File: src/rtl/pipeline_ctrl_if.sv
// Hazard/stall handshake between the pipeline datapath and its controller.
// The datapath side raises hazard requests; the controller side returns
// stage enables, bubble flushes and the divider launch pulse.
interface pipeline_ctrl_if;
  logic load_hazard;
  logic is_jump;
  logic div_start;
  logic div_done;
  logic dmem_req;
  logic dmem_ready;
  logic pc_en;
  logic if_id_en;
  logic id_ex_en;
  logic ex_mem_en;
  logic mem_wb_en;
  logic if_id_flush;
  logic id_ex_flush;
  logic ex_mem_flush;
  logic div_go;

  // datapath side: raises requests, consumes enables
  modport master (
    output load_hazard, is_jump, div_start, div_done, dmem_req, dmem_ready,
    input  pc_en, if_id_en, id_ex_en, ex_mem_en, mem_wb_en,
    input  if_id_flush, id_ex_flush, ex_mem_flush, div_go
  );

  // controller side
  modport slave (
    input  load_hazard, is_jump, div_start, div_done, dmem_req, dmem_ready,
    output pc_en, if_id_en, id_ex_en, ex_mem_en, mem_wb_en,
    output if_id_flush, id_ex_flush, ex_mem_flush, div_go
  );
endinterface

File: src/rtl/pipeline_ctrl.sv
// Pipeline stall/flush controller. RUN resolves hazards by priority
// (memory wait > divide > load-use > jump); DIV_WAIT and MEM_WAIT hold the
// pipe until the unit finishes or the wait counter forces a release.
// Stage controls are combinational; state and counters are registered.
module pipeline_ctrl #(
  parameter int TIMEOUT = 64,
  parameter int CNT_W   = 32
) (
  input  logic             clk,
  input  logic             rst_n,      // active-high synchronous reset
  pipeline_ctrl_if.slave   pif,
  output logic [1:0]       state,
  output logic             timeout_err,
  output logic [CNT_W-1:0] stall_cnt,
  output logic [CNT_W-1:0] flush_cnt
);

  typedef enum logic [1:0] {
    RUN      = 2'd0,
    DIV_WAIT = 2'd1,
    MEM_WAIT = 2'd2
  } state_t;

  // bundled stage controls, MSB first
  typedef struct packed {
    logic pc;
    logic if_id;
    logic id_ex;
    logic ex_mem;
    logic mem_wb;
    logic if_id_f;
    logic id_ex_f;
    logic ex_mem_f;
    logic div_go;
  } ctl_t;

  localparam ctl_t CTL_NONE     = ctl_t'(9'b00000_000_0);
  localparam ctl_t CTL_FULL     = ctl_t'(9'b11111_000_0);
  localparam ctl_t CTL_DIV_GO   = ctl_t'(9'b00001_001_1);
  localparam ctl_t CTL_DIV_HOLD = ctl_t'(9'b00001_001_0);
  localparam ctl_t CTL_LOAD     = ctl_t'(9'b00111_010_0);
  localparam ctl_t CTL_JUMP     = ctl_t'(9'b11111_110_0);

  // counter only has to reach TIMEOUT-1
  localparam int              WAIT_W    = (TIMEOUT > 1) ? $clog2(TIMEOUT) : 1;
  localparam logic [WAIT_W-1:0] WAIT_LAST = WAIT_W'(TIMEOUT - 1);

  state_t            cur, nxt;
  logic [WAIT_W-1:0] wait_cnt;
  logic              expire;
  ctl_t              ctl;
  logic              any_flush;

  // next state and stage controls; reset forces every control low
  always_comb begin
    ctl    = CTL_NONE;
    nxt    = cur;
    expire = 1'b0;
    if (rst_n) begin
      nxt = RUN;
    end else begin
      case (cur)
        RUN: begin
          if (pif.dmem_req && !pif.dmem_ready) begin
            ctl = CTL_NONE;
            nxt = MEM_WAIT;
          end else if (pif.div_start) begin
            ctl = CTL_DIV_GO;
            nxt = DIV_WAIT;
          end else if (pif.load_hazard) begin
            ctl = CTL_LOAD;
          end else if (pif.is_jump) begin
            ctl = CTL_JUMP;
          end else begin
            ctl = CTL_FULL;
          end
        end
        DIV_WAIT: begin
          if (pif.div_done) begin
            ctl = CTL_FULL;
            nxt = RUN;
          end else if (wait_cnt == WAIT_LAST) begin
            ctl    = CTL_FULL;
            nxt    = RUN;
            expire = 1'b1;
          end else begin
            ctl = CTL_DIV_HOLD;
          end
        end
        MEM_WAIT: begin
          if (pif.dmem_ready) begin
            ctl = CTL_FULL;
            nxt = RUN;
          end else if (wait_cnt == WAIT_LAST) begin
            ctl    = CTL_FULL;
            nxt    = RUN;
            expire = 1'b1;
          end else begin
            ctl = CTL_NONE;
          end
        end
        default: nxt = RUN;
      endcase
    end
  end

  assign any_flush = ctl.if_id_f | ctl.id_ex_f | ctl.ex_mem_f;

  assign pif.pc_en        = ctl.pc;
  assign pif.if_id_en     = ctl.if_id;
  assign pif.id_ex_en     = ctl.id_ex;
  assign pif.ex_mem_en    = ctl.ex_mem;
  assign pif.mem_wb_en    = ctl.mem_wb;
  assign pif.if_id_flush  = ctl.if_id_f;
  assign pif.id_ex_flush  = ctl.id_ex_f;
  assign pif.ex_mem_flush = ctl.ex_mem_f;
  assign pif.div_go       = ctl.div_go;
  assign state            = cur;

  // state register; wait counter restarts on every entry to a wait state
  always_ff @(posedge clk) begin
    if (rst_n) begin
      cur      <= RUN;
      wait_cnt <= '0;
    end else begin
      cur      <= nxt;
      wait_cnt <= (cur != RUN && nxt == cur) ? wait_cnt + WAIT_W'(1) : '0;
    end
  end

  // sticky timeout flag, cleared only by reset
  always_ff @(posedge clk) begin
    if (rst_n)       timeout_err <= 1'b0;
    else if (expire) timeout_err <= 1'b1;
  end

  // saturating stall/flush performance counters
  always_ff @(posedge clk) begin
    if (rst_n) begin
      stall_cnt <= '0;
      flush_cnt <= '0;
    end else begin
      if (!ctl.pc && stall_cnt != {CNT_W{1'b1}})
        stall_cnt <= stall_cnt + CNT_W'(1);
      if (any_flush && flush_cnt != {CNT_W{1'b1}})
        flush_cnt <= flush_cnt + CNT_W'(1);
    end
  end

endmodule
File: src/flat_wrapper.sv
// flat-port wrapper written by rule: the top's interface ports become plain ports
module pipeline_ctrl_flat 
#(
  parameter int TIMEOUT = 64,
  parameter int CNT_W   = 32
)
  (clk, rst_n, state, timeout_err, stall_cnt, flush_cnt, pif_load_hazard, pif_is_jump, pif_div_start, pif_div_done, pif_dmem_req, pif_dmem_ready, pif_pc_en, pif_if_id_en, pif_id_ex_en, pif_ex_mem_en, pif_mem_wb_en, pif_if_id_flush, pif_id_ex_flush, pif_ex_mem_flush, pif_div_go);
  pipeline_ctrl_if pif_i ();
  input  logic clk;
  input  logic rst_n;
  output logic [1:0] state;
  output logic timeout_err;
  output logic [CNT_W-1:0] stall_cnt;
  output logic [CNT_W-1:0] flush_cnt;
  input wire logic [$bits(pif_i.load_hazard)-1:0] pif_load_hazard;
  input wire logic [$bits(pif_i.is_jump)-1:0] pif_is_jump;
  input wire logic [$bits(pif_i.div_start)-1:0] pif_div_start;
  input wire logic [$bits(pif_i.div_done)-1:0] pif_div_done;
  input wire logic [$bits(pif_i.dmem_req)-1:0] pif_dmem_req;
  input wire logic [$bits(pif_i.dmem_ready)-1:0] pif_dmem_ready;
  output wire logic [$bits(pif_i.pc_en)-1:0] pif_pc_en;
  output wire logic [$bits(pif_i.if_id_en)-1:0] pif_if_id_en;
  output wire logic [$bits(pif_i.id_ex_en)-1:0] pif_id_ex_en;
  output wire logic [$bits(pif_i.ex_mem_en)-1:0] pif_ex_mem_en;
  output wire logic [$bits(pif_i.mem_wb_en)-1:0] pif_mem_wb_en;
  output wire logic [$bits(pif_i.if_id_flush)-1:0] pif_if_id_flush;
  output wire logic [$bits(pif_i.id_ex_flush)-1:0] pif_id_ex_flush;
  output wire logic [$bits(pif_i.ex_mem_flush)-1:0] pif_ex_mem_flush;
  output wire logic [$bits(pif_i.div_go)-1:0] pif_div_go;
  assign pif_i.load_hazard = pif_load_hazard;
  assign pif_i.is_jump = pif_is_jump;
  assign pif_i.div_start = pif_div_start;
  assign pif_i.div_done = pif_div_done;
  assign pif_i.dmem_req = pif_dmem_req;
  assign pif_i.dmem_ready = pif_dmem_ready;
  assign pif_pc_en = pif_i.pc_en;
  assign pif_if_id_en = pif_i.if_id_en;
  assign pif_id_ex_en = pif_i.id_ex_en;
  assign pif_ex_mem_en = pif_i.ex_mem_en;
  assign pif_mem_wb_en = pif_i.mem_wb_en;
  assign pif_if_id_flush = pif_i.if_id_flush;
  assign pif_id_ex_flush = pif_i.id_ex_flush;
  assign pif_ex_mem_flush = pif_i.ex_mem_flush;
  assign pif_div_go = pif_i.div_go;
  pipeline_ctrl #(.TIMEOUT(TIMEOUT), .CNT_W(CNT_W)) u_core (.clk(clk), .rst_n(rst_n), .pif(pif_i), .state(state), .timeout_err(timeout_err), .stall_cnt(stall_cnt), .flush_cnt(flush_cnt));
endmodule
File: config.mk
export PLATFORM = sky130hd
export DESIGN_NAME = pipeline_ctrl_flat
export DESIGN_NICKNAME = d
export VERILOG_FILES = /design/src/rtl/pipeline_ctrl_if.sv /design/src/rtl/pipeline_ctrl.sv /design/src/flat_wrapper.sv
export SDC_FILE = /design/constraint.sdc
export NUM_CORES = 1
export LEC_CHECK = 0
export CORE_MARGIN = 2
export CORE_UTILIZATION = 45
export CTS_BUF_LIST = sky130_fd_sc_hd__clkbuf_4 sky130_fd_sc_hd__clkbuf_8
export DETAILED_ROUTE_END_ITERATION = 10
export GPL_ROUTABILITY_DRIVEN = 0
export MAX_ROUTING_LAYER = met4
export PLACE_DENSITY = 0.75
export SYNTH_ARGS = -nofsm -noshare
export SYNTH_HDL_FRONTEND = slang
export SYNTH_SLANG_ARGS = --single-unit
export TNS_END_PERCENT = 20
File: constraint.sdc
create_clock -name clk -period 2.3 [get_ports clk]
set_input_delay 0.345 -clock clk [delete_from_list [all_inputs] [get_ports clk]]
set_output_delay 0.345 -clock clk [all_outputs]
set_load 0.1 [all_outputs]
==> results of run 1 <==
-- per-stage QoR --
step | instances | total power [mW] | hold slack [ns]
global placement | 695 | 1.82 | 0.437
detailed placement | 695 | 1.83 | 0.455
global route | 723 | 2.88 | 0.478
finish | 723 | 2.78 | 0.448
CTS | 720 | 2.78 | 0.465
floorplan | 489 | 1.66 | 0.433
-- sequential cells by signal (all words and copies together), names as in the netlist --
register / count
u_core.flush_cnt: 32
u_core.state: 2
u_core.timeout_err: 1
u_core.wait_cnt: 6
u_core.stall_cnt: 32
-- power by group --
part	total, mW	internal [mW]	switching (mW)	leakage [nW]
Combinational	0.573	0.213	0.360	1.38
Clock	0.913	0.437	0.476	0.0944
Sequential	1.29	1.27	0.0226	0.624
-- cell usage after synthesis (2+ instances only) --
library cell  instances
a21oi_1              45
a31oi_1               2
and2_1                3
and3_1                6
and4_1                6
buf_4                 2
buf_6                 2
clkbuf_1             27
dfxtp_1              73
ha_1                  7
inv_1                14
mux2_2               12
nand2_1              31
nand2b_1              2
nand3_1              24
nand4_1              12
nor2_1               34
nor2b_1              14
nor3_1               13
nor3b_1               3
nor4_1               11
nor4b_1               4
o211ai_1              3
o21ai_0              11
o21ai_1               3
o311ai_0              9
o31ai_1              34
o41ai_1              10
or2_1                 2
or2_2                 8
or3_1                 7
or4_1                34
xnor2_1               2
xor2_1                2
-- routing by layer --
metal,global-route usage (%),wire length (um),vias to the layer above
li1,-,-,2136
met1,31.8,5210,2084
met2,38.0,5810,131
met3,4.11,618,20
met4,6.64,211,0
met5,-,0,-
-- placed cells by master (no fill, tap or decap), types with 11 or more instances in the layout --
| cell | count |
|---|---|
| buf_4 | 115 |
| dfxtp_2 | 51 |
| a21oi_1 | 43 |
| o31ai_1 | 33 |
| nor2_1 | 31 |
| nand2_1 | 31 |
| or4_1 | 30 |
| nand3_1 | 23 |
| nor3_1 | 12 |
| nand4_1 | 12 |
| nor2b_1 | 12 |
| buf_12 | 12 |
| dfxtp_4 | 12 |
| inv_1 | 11 |
| o21ai_0 | 11 |
-- kinds of logic (layout without fill, tap and decap cells) --
| group | Yosys count | after routing | synth area share (%) |
|---|---|---|---|
| xor gates and xnor gates | 4 | 4 | 0.873 |
| muxes | 13 | 13 | 3.62 |
| buffers and inverters | 46 | 171 | 4.86 |
| and+or+nand+nor | 219 | 219 | 31.2 |
| DFF | 73 | 73 | 36.4 |
| adders and majority gates | 7 | 7 | 2.18 |
| AOI/OAI and AO/OA | 127 | 128 | 20.9 |
-- area by class of cell --
cell class / count / area, sq um
clock buffer: 12 / 153
clock inverter: 4 / 18.8
fill: 675 / 2790
inverter: 14 / 55.1
multi-input combinational: 371 / 2690
sequential: 73 / 1570
tap: 108 / 135
timing repair buffer: 141 / 1270
-- path summary, 6_finish.rpt --
| kind | startpoint | end | cells past startpoint | slack, ns |
|---|---|---|---|---|
| worst max register to register | u_core.state[0]$_SDFF_PP0_ | u_core.flush_cnt[13]$_SDFFE_PP0P_ | 6 | -0.1 |
| worst min-delay path | u_core.wait_cnt[0]$_SDFF_PP0_ | u_core.wait_cnt[0]$_SDFF_PP0_ | 1 | 0.45 |
| worst max-delay path | u_core.state[0]$_SDFF_PP0_ | u_core.flush_cnt[13]$_SDFFE_PP0P_ | 6 | -0.1 |
| worst min register to register | u_core.wait_cnt[0]$_SDFF_PP0_ | u_core.wait_cnt[0]$_SDFF_PP0_ | 1 | 0.45 |
-- repair_timing --
action	CTS	global route
setup buffers	8	1
resized for setup	20	36
cloned	1	2
endpoints found under the setup margin	17	54
pin swaps	9	14
==> results_dict.tcl, run 1 <==
set metrics [dict create \
    drcViolationCount 0 \
    clk_pin_slew_ns 0.07 \
    hold_violations 0 \
    status "finished with violations" \
    drv_cap 0 \
    startpoint_type "flip-flop" \
    syn-cell-area_sq_um 4010 \
    gr-total-overflow 0 \
    first_pass_iters 5 \
    critPathMaxFanout 5 \
    worst_slack_ns -0.0983 \
    cp_num_buf_inv 0 \
    critPathKind "reg -> reg" \
    max_freq_mhz 417 \
    fin_crit_sh_pct 104 \
    synth_edf_count 0 \
    clock_latency_ns 0.34 \
    yosys_register_bits 73 \
    numPortBuffers 83 \
    dieWidth_um 98.4 \
    syn_avg_cell_area_sq_um 8.21 \
    htreeDepth 3 \
    cp.arrival_ns 2.66 \
    crit_family "simple AND/OR/NAND/NOR gates" \
    fin_crit_ns 2.40 \
    ys_top_cells_by_area "dfxtp_1 (36%), o31ai_1 (6.4%), or4_1 (6.4%), a21oi_1 (5.6%), mux2_2 (3.4%)" \
    utilization_pct 67.9 \
    io_pins 84 \
    vias 4371 \
    drt-initial-drc-count 232 \
    hpwl_mm 7.82 \
    grt_pass1_wl_mm 18.9 \
    area_delta_synth_final_pct 46.8 \
    synth.distinct_cells 51 \
    ant_nets 0 \
    maxSlewViolCount 0 \
    placed_area_sq_um 5320 \
    hp-class "reg -> reg" \
    grt_usage_pct 24.0 \
    p_per_area_nw_per_um2 472 \
    n_antenna_cell 0 \
    grt_start_max_net_pins 72 \
    ys_seq_area_share_pct 36.4 \
    ctsRootBufferMaster "clkbuf_8" \
    cp_slowest_cell "or4_4" \
    maxSlewHeadroom_pct 49.9 \
    setup_violations 7 \
    syn_inst 489 \
    post_drt_wl_per_cell_um 16.4 \
    ys.flop_type "dfxtp_1" \
    grt_setup_unrepaired "true" \
    worstMarginPinSlew_ns 0.752 \
    crit_top_cell "or4_4" \
    initial_utilization_pct 46.3 \
    cp.required_ns 2.57 \
    synthesis.nets 504 \
    cpPeakStageDelay_ns 0.53 \
    violations "setup timing" \
    fin_skew_ns 0.00806 \
    cts.path.max_buffers 2 \
    die-area_sq_um 9690 \
    synth_top_area_share_pct 36.4 \
    synth_area_leader_cell "dfxtp_1" \
    core_sq_um 8680 \
    leakagePower_nw 2.10 \
    synth_warnings 0 \
    grt_pass1_vias 3976 \
    fin_area_sq_um 5890 \
    cp-end-kind "flip-flop" \
    postCtsHoldBufs 0 \
    dp_slack_ns -0.249 \
    ir_drop_mv 0.344 \
    cts.sinks 73 \
    die_h_um 98.4 \
    async_reset_ff_share_pct 0 \
    crit_path_cell_trace "ha_4 > or2_4 > or4_4 > a211o_4 > or4_4 > a21oi_2" \
    cts_tree "built" \
    fin_nets 625 \
    num_rows 34 \
    fin_setup_tns_ns -0.248 \
    drive_gt1_share_pct 45.7 \
    cts-buffers-inserted 9 \
    antenna_found_initial 0 \
    drt_wl_total_mm 11.8 \
    viasPerCell 6.05 \
]
No activity file was read; power rests on OpenSTA's default activity.
==> run 2: changes to the inputs <==
- GPL_TIMING_DRIVEN: default -> 0
- SETUP_SLACK_MARGIN: default -> 0.05
==> run 2 against run 1 <==
  * The run still ends with setup timing left
  * Combinational power increased by 1%
  * Worst hold slack got worse by 0.070 ns
  * Sequential power about the same
  * Sequential share of layout area decreased by 1.3 points
  * Clock power increased by 31%
  * Utilization increased by 4.3 points
  * Worst setup slack got worse by 0.068 ns
  * Via count increased by 5.4%
  * Critical endpoint unchanged
  * Highest routed layer unchanged
==> results_dict.tcl, run 2 (synthesis gave the netlist of run 1 again) <==
set metrics [dict create \
    grt_start_max_net_pins 12 \
    cts.path.max_buffers 2 \
    clock_latency_ns 0.35 \
    gr-total-overflow 0 \
    final_cell_mix "clkdlybuf4s50_1 (50), dfxtp_2 (44), a21oi_1 (37)" \
    initial_utilization_pct 46.3 \
    post_drt_wl_per_cell_um 18.7 \
    hold_violations 0 \
    dieWidth_um 98.4 \
    fin_crit_ns 2.47 \
    ir_drop_mv 0.323 \
    cp.arrival_ns 2.75 \
    fin_crit_sh_pct 107 \
    mostFrequentLayoutCell "clkdlybuf4s50_1" \
    p_sw_mw 0.894 \
    numPortBuffers 82 \
    vias 4609 \
    worst_slack_ns -0.167 \
    clk_pin_slew_ns 0.08 \
    max_freq_mhz 405 \
    area_delta_synth_final_pct 56.1 \
    viasPerCell 6.42 \
    die_h_um 98.4 \
    p_per_area_nw_per_um2 489 \
    cp-end-kind "flip-flop" \
    startpoint_type "flip-flop" \
    fin_nets 620 \
    grt_setup_unrepaired "true" \
    fin_skew_ns 0.00631 \
    hp-class "in -> reg" \
    postCtsHoldBufs 0 \
    ant_nets 0 \
    grt_usage_pct 26.4 \
    seqPwrFrac_pct 42.0 \
    maxSlewViolCount 0 \
    drcViolationCount 0 \
    violations "setup timing" \
    clock_power_share_pct 39.1 \
    combPwrFrac_pct 19.0 \
    drive_gt1_share_pct 35.4 \
    leakagePower_nw 2.36 \
    worstMarginPinSlew_ns 1.01 \
    cp.required_ns 2.58 \
    io_pins 84 \
    num_rows 34 \
    htreeDepth 3 \
    top_regs "u_core.flush_cnt (32), u_core.stall_cnt (32), u_core.wait_cnt (6)" \
    hold_ws_ns 0.378 \
    swShare_pct 29.2 \
    maxSlewHeadroom_pct 32.7 \
    setup_violations 21 \
    hpwl_mm 8.47 \
    cts_tree "built" \
    first_pass_iters 7 \
    dp_slack_ns -1.23 \
    grt_pass1_vias 4241 \
    critPathKind "reg -> reg" \
    cts.sinks 73 \
    cts-buffers-inserted 9 \
    drv_cap 0 \
    drt-initial-drc-count 253 \
    status "finished with violations" \
    utilization_pct 72.2 \
    critPathMaxFanout 8 \
    n_antenna_cell 0 \
    drt_wl_total_mm 13.4 \
    p_int_mw 2.17 \
    grt_pass1_wl_mm 20.5 \
    antenna_found_initial 0 \
    die-area_sq_um 9690 \
    ctsRootBufferMaster "clkbuf_8" \
    core_sq_um 8680 \
]
run 2: metrics by stage:
| step | power (mW) | TNS [ns] | area, sq um | instances |
|---|---|---|---|---|
| final | 3.06 | -1.48 | 6260 | 718 |
| after floorplan | 1.65 | -4.66 | 4250 | 489 |
| after global placement | 1.76 | -31.57 | 5200 | 679 |
| after detailed placement | 1.77 | -34.03 | 5200 | 679 |
| after global routing | 3.15 | -4.37 | 6260 | 718 |
| after CTS | 3.02 | -0.951 | 5870 | 712 |
run 2: repair_timing:
action / 4_1_cts / 5_1_grt
pin swaps: 16 / 23
endpoints found under the setup margin: 76 / 90
buffers inserted: 17 / 6
cloned: 0 / 1
gates resized for setup: 134 / 98
run 2: layout make-up:
type                            instances  area, sq um
Multi-Input combinational cell        370         2850
Tap cell                              108          135
Buffer                                 31          246
Inverter                               14         52.6
Timing Repair Buffer                  106         1150
Clock buffer                           14          174
Fill cell                             627         2410
Sequential cell                        73         1590
Clock inverter                          2         60.1
run 2: final timing paths:
path,from,end,slack (ns),depth (start not counted)
setup / recovery,u_core.state[1]$_SDFF_PP0_,u_core.flush_cnt[13]$_SDFFE_PP0P_,-0.17,7
hold / removal,rst_n,u_core.stall_cnt[12]$_SDFFE_PP0P_,0.38,3
setup reg to reg,u_core.state[1]$_SDFF_PP0_,u_core.flush_cnt[13]$_SDFFE_PP0P_,-0.17,7
hold reg to reg,u_core.flush_cnt[10]$_SDFFE_PP0P_,u_core.flush_cnt[10]$_SDFFE_PP0P_,0.46,1
run 2: routing by layer:
| metal | part of all wire (%) | routed length [um] | GRT usage, % |
|---|---|---|---|
| met1 | 42 | 5630 | 33.3 |
| met2 | 51 | 6790 | 43.4 |
| met3 | 5.8 | 780 | 4.18 |
| met4 | 1.5 | 206 | 8.43 |
| met5 | 0 | 0 | - |
run 2: critical path, stage by stage (launching register included):
cell and delay [ns]:
dfxtp_4 0.38, ha_4 0.16, or2_1 0.21, buf_6 0.13, or4_4 0.51, a211o_4 0.39
or4_4 0.49, a21oi_2 0.13
run 2: power groups by stage:
stage	clock network [mW]	logic, mW	registers (mW)
after global routing	1.26	0.606	1.29
after CTS	1.20	0.536	1.28
after floorplan	0	0.254	1.40
after detailed placement	0	0.455	1.31
after global placement	0	0.447	1.31
final	1.20	0.581	1.29
